`src/rtl/analog_button_decoder.sv`:
```
// Turns five ADC channels into debounced button levels with press/release pulses
// and auto-repeat presses on the masked (direction) buttons.
module analog_button_decoder #(
    parameter int unsigned DEBOUNCE_CYCLES = 250000,
    parameter int unsigned REPEAT_DELAY    = 12500000,
    parameter int unsigned REPEAT_PERIOD   = 2500000,
    parameter logic [7:0]  REPEAT_MASK     = 8'hF0
) (
    input  logic        clk,
    input  logic        resetN,
    input  logic [11:0] a0,
    input  logic [11:0] a1,
    input  logic [11:0] a2,
    input  logic [11:0] a3,
    input  logic [11:0] a4,
    output logic [7:0]  btn_level,
    output logic [7:0]  btn_press,
    output logic [7:0]  btn_release
);

    localparam logic [23:0] DB_LAST    = 24'(DEBOUNCE_CYCLES - 1);
    localparam logic [23:0] DELAY_LAST = 24'(REPEAT_DELAY - 1);
    localparam logic [23:0] PERIOD_LAST = 24'(REPEAT_PERIOD - 1);

    // Channel c occupies slice [c]; a3/a4 idle high (buttons released).
    localparam logic [4:0][11:0] SYNC_RESET = {12'hFFF, 12'hFFF, 12'h000, 12'h000, 12'h000};

    logic [4:0][11:0] s1, s2;
    logic [7:0]       raw, raw_next;

    logic [7:0]       level, level_next;
    logic [7:0]       press, press_next;
    logic [7:0]       release_q, release_next;
    logic [7:0][23:0] db_cnt, db_cnt_next;
    logic [7:0][23:0] rp_cnt, rp_cnt_next;
    logic [7:0]       rp_first, rp_first_next;

    function automatic logic is_high(input logic [11:0] x);
        return x > 12'hCFF;
    endfunction

    function automatic logic is_mid(input logic [11:0] x);
        return (x > 12'h5FF) && (x < 12'hCFF);
    endfunction

    always_comb begin
        raw_next    = '0;
        raw_next[0] = s2[3] < 12'h800;
        raw_next[1] = s2[4] < 12'h800;
        raw_next[2] = is_high(s2[2]);
        raw_next[3] = is_mid(s2[2]);
        raw_next[4] = is_mid(s2[1]);
        raw_next[5] = is_high(s2[1]);
        raw_next[6] = is_mid(s2[0]);
        raw_next[7] = is_high(s2[0]);
    end

    always_ff @(posedge clk or negedge resetN) begin
        if (!resetN) begin
            s1  <= SYNC_RESET;
            s2  <= SYNC_RESET;
            raw <= '0;
        end else begin
            s1  <= {a4, a3, a2, a1, a0};
            s2  <= s1;
            raw <= raw_next;
        end
    end

    always_comb begin
        level_next    = level;
        press_next    = '0;
        release_next  = '0;
        db_cnt_next   = db_cnt;
        rp_cnt_next   = rp_cnt;
        rp_first_next = rp_first;
        for (int unsigned i = 0; i < 8; i++) begin
            if (raw[i] == level[i]) begin
                db_cnt_next[i] = '0;
            end else if (db_cnt[i] == DB_LAST) begin
                level_next[i]  = raw[i];
                db_cnt_next[i] = '0;
            end else begin
                db_cnt_next[i] = db_cnt[i] + 24'd1;
            end

            press_next[i]   = level_next[i] & ~level[i];
            release_next[i] = level[i] & ~level_next[i];

            // Repeat pulses only while the level stays high across this edge,
            // so a release edge never carries a repeat press.
            if (!REPEAT_MASK[i] || !level_next[i]) begin
                rp_cnt_next[i]   = '0;
                rp_first_next[i] = REPEAT_MASK[i] ? rp_first[i] : 1'b0;
            end else if (!level[i]) begin
                rp_cnt_next[i]   = '0;
                rp_first_next[i] = 1'b1;
            end else if (rp_cnt[i] == (rp_first[i] ? DELAY_LAST : PERIOD_LAST)) begin
                press_next[i]    = 1'b1;
                rp_cnt_next[i]   = '0;
                rp_first_next[i] = 1'b0;
            end else begin
                rp_cnt_next[i] = rp_cnt[i] + 24'd1;
            end
        end
    end

    always_ff @(posedge clk or negedge resetN) begin
        if (!resetN) begin
            level     <= '0;
            press     <= '0;
            release_q <= '0;
            db_cnt    <= '0;
            rp_cnt    <= '0;
            rp_first  <= '0;
        end else begin
            level     <= level_next;
            press     <= press_next;
            release_q <= release_next;
            db_cnt    <= db_cnt_next;
            rp_cnt    <= rp_cnt_next;
            rp_first  <= rp_first_next;
        end
    end

    assign btn_level   = level;
    assign btn_press   = press;
    assign btn_release = release_q;

endmodule

```
`config.mk`:
```
export PLATFORM = sky130hd
export DESIGN_NAME = analog_button_decoder
export DESIGN_NICKNAME = d
export VERILOG_FILES = /design/src/rtl/analog_button_decoder.sv
export SDC_FILE = /design/constraint.sdc
export NUM_CORES = 1
export LEC_CHECK = 0
export CAP_MARGIN = 20
export CORE_MARGIN = 2
export CORE_UTILIZATION = 60
export DETAILED_ROUTE_END_ITERATION = 16
export PLACE_DENSITY = 0.79
export SLEW_MARGIN = 20
export SYNTH_ARGS = -nofsm -noshare
export SYNTH_HDL_FRONTEND = slang
export SYNTH_SLANG_ARGS = --single-unit
```
`constraint.sdc`:
```
create_clock -name clk -period 2.3 [get_ports clk]
set_input_delay 0.23 -clock clk [delete_from_list [all_inputs] [get_ports clk]]
set_output_delay 0.23 -clock clk [all_outputs]
set_load 0.02 [all_outputs]
```
==> impl_metrics.toml <==
[sta]
finalCritPeriodShare_pct = 93.9
worst_pin_slew_ns = 0.680
finalCriticalPeriod_ns = 2.16
hold_viol_final = 0
setup_viol_count_final = 0
max_freq_mhz = 463
clock_skew_ns = 0.0182
slew_headroom_pct = 54.7
worst_slack_ns = 0.141
hold_slack_ns = 0.103
slew_viol_final = 0
finalSetupTns_ns = 0
rsz0062_at_grt = "no"

[synthesis]
synthDistinctLibCells = 55
synth_seq_cells = 400
async_reset_ff_share_pct = 100
syn_area_per_cell_um2 = 10.3
yosys_warnings = 0
synthCells = 1801
synthFlopType = "dfrtp_1"
syn_area_um2 = 18500
synth_enable_flop_cells = 0
synth_nets = 1875
synth_seq_area_share_pct = 54.1

[clock_network]
htree_levels = 2
path_clk_slew_ns = 0.06
clock-sinks = 400
clock_path_buffers = 3
cts_tree = "yes"
clk_latency_ns = 0.53
clock_tree.root_cell = "clkbuf_16"
cts_buffers = 41

[outcome]
status = "finished, final reports clean"

[floorplan]
start_util_pct = 60.7
chipHeight_um = 180
die_w_um = 180
rows = 64
ios = 86
core_area_um2 = 30500
dieArea_um2 = 32300

[critical_path]
critPathKind = "reg2reg"
slowest_delay_ns = 0.71
r2r_start = "rp_cnt[177]$_DFF_PN0_"
cp_top_family = "simple AND/OR/NAND/NOR gates"
crit_required_ns = 2.73
end_kind = "register"
critPathLaunch = "rp_cnt[177]$_DFF_PN0_"
cp-start-kind = "register"
slowest_stage = "or4_1"
crit_arrival_ns = 2.59
path_cells = "nand4_2, or4_1, or4_4, a211oi_2"
worstPathMaxFanout = 10
path_buf_inv = 0

[global_route]
grt_usage_pct = 23.7
grt_max_degree = 76
grt_pass1_vias = 14200
grt_pass1_wl_mm = 66.1
grt-ovfl-total = 0
antenna_found_initial = 0

[routing]
routed_via_density = 6.14
wire_per_inst_um = 16.3
num_vias = 14300
drtIter0Drc = 1090
drtPass1Iterations = 5
wirelength_mm = 38.1
ant_nets = 0
drc = 0

[power_and_ir_drop]
peakVddDrop_v = 0.000549
pwr-share-seq_pct = 50.2
p_comb_share_pct = 2.7
total_power_mw = 14.4
sw_frac_of_total_pct = 21.3
power_leakage_nw = 8.27
power_density_nw_per_um2 = 673
p_int_mw = 11.3
switching_power_mw = 3.06
clkPwrFrac_pct = 47.2

[final_layout]
drive_gt1_share_pct = 9.05
areaGrowthSynthToFinish_pct = 15.3
final_cells = 2330
fin_area_um2 = 21300
diodes = 0
finalNetCount = 1975
finish.utilization_pct = 70.0

[run]
drv_cap = 0

[placed_design]
io_buffers = 63
pre_cts_ws_ns = 0.0829
dp_cells = 2251
placement.cell_area_um2 = 19900
gp_congestion = 0.846
post-dp-hpwl_mm = 24.9

[worst_hold_path]
hold_start = "a4[11]"
hp-class = "in2reg"
==> final timing paths <==
kind,to,slack [ns],depth (start not counted)
min reg2reg,s2[15]$_DFF_PN0_,0.34,0
max reg2reg,rp_cnt[191]$_DFF_PN0_,0.14,4
min,s1[59]$_DFF_PN1_,0.10,1
max in group asynchronous,s1[15]$_DFF_PN0_,1.19,3
min in group asynchronous,db_cnt[48]$_DFF_PN0_,0.28,2
max,rp_cnt[191]$_DFF_PN0_,0.14,4
==> repair_timing <==
action / 4_1_cts / 5_1_grt
hold endpoints to repair: 65 / 0
endpoints found under the setup margin: 0 / 12
resized for setup: 0 / 4
hold buffers: 1 / 0
buffers inserted: 0 / 2
==> power groups by stage <==
stage | Sequential [mW] | Combinational (mW) | Clock [mW]
6_report | 7.20 | 0.381 | 6.78
5_1_grt | 7.21 | 0.437 | 7.19
4_1_cts | 7.20 | 0.396 | 6.90
3_5_place_dp | 7.33 | 0.391 | 0
3_3_place_gp | 7.33 | 0.383 | 0
2_1_floorplan | 7.31 | 0.109 | 0
==> cells in the final DEF, fill, tap and decap left out, types with 9 or more instances in the layout <==
| cell type | netlist | layout |
|---|---|---|
| a211oi_1 | 40 | 40 |
| a21oi_1 | 79 | 79 |
| and2_1 | 11 | 11 |
| and3_1 | 27 | 27 |
| and4_1 | 42 | 42 |
| buf_4 | 1 | 56 |
| clkbuf_16 | 0 | 43 |
| clkdlybuf4s50_1 | 0 | 62 |
| clkinv_2 | 0 | 9 |
| dfrtp_1 | 396 | 396 |
| ha_1 | 12 | 12 |
| inv_1 | 44 | 44 |
| nand2_1 | 89 | 89 |
| nand3_1 | 115 | 115 |
| nand4_1 | 91 | 91 |
| nor2_1 | 143 | 143 |
| nor3_1 | 84 | 81 |
| nor3b_1 | 10 | 10 |
| nor4_1 | 38 | 38 |
| nor4b_1 | 22 | 22 |
| o21ai_0 | 81 | 79 |
| o31ai_1 | 44 | 41 |
| or3_1 | 78 | 77 |
| or4_1 | 52 | 49 |
| xnor2_1 | 70 | 70 |
| xor2_1 | 89 | 89 |
==> flip-flops by register name, indices dropped and copies added, names as in the netlist <==
name         cells
s2              38
raw              8
btn_level        8
btn_press        8
db_cnt         192
s1              38
btn_release      8
rp_cnt          96
rp_first         4
==> final cells by class <==
type                            count  area, um2
Fill cell                        2207       9170
Multi-Input combinational cell   1288       8100
Inverter                           44        165
Tap cell                          396        495
Clock buffer                       55       1160
Clock inverter                     21        226
Sequential cell                   400      10000
Timing Repair Buffer              126       1190
==> per-layer routing <==
metal	up-vias	track usage (%)	routed length [um]
met5	-	0	0
met4	0	5.24	590
met3	54	2.80	1340
met2	285	41.0	19200
met1	7103	32.4	16900
li1	6872	-	-
==> cells in the mapped netlist (7+ instances only) <==
master,number,area (um2)
xnor2_1,70,613
and2_1,11,68.8
nor3_1,84,420
o21ai_0,81,405
inv_1,44,165
ha_1,12,150
or2_2,7,43.8
a211oi_1,40,300
buf_2,16,80.1
nor4_1,38,238
o21a_1,8,60.1
nand4_1,91,569
and4_1,42,368
nor2_1,143,537
nand4b_1,7,61.3
clkbuf_1,48,180
nand3_1,115,576
or3_1,78,488
nor4b_1,22,193
xor2_1,89,780
a21oi_1,79,395
nand2_1,89,334
or4_1,52,390
o31ai_1,44,330
nor3b_1,10,75.1
and3_1,27,169
dfrtp_1,396,9910
==> kinds of logic after synthesis <==
group | Yosys count | synth area share (%)
mux | 5 | 0.297
flops | 400 | 54.1
simple gates | 833 | 25.4
compound gates | 279 | 9.44
xor+xnor | 159 | 7.52
buf+inv | 113 | 2.45
fa+ha+maj | 12 | 0.811
No activity file was read; power rests on OpenSTA's default activity.
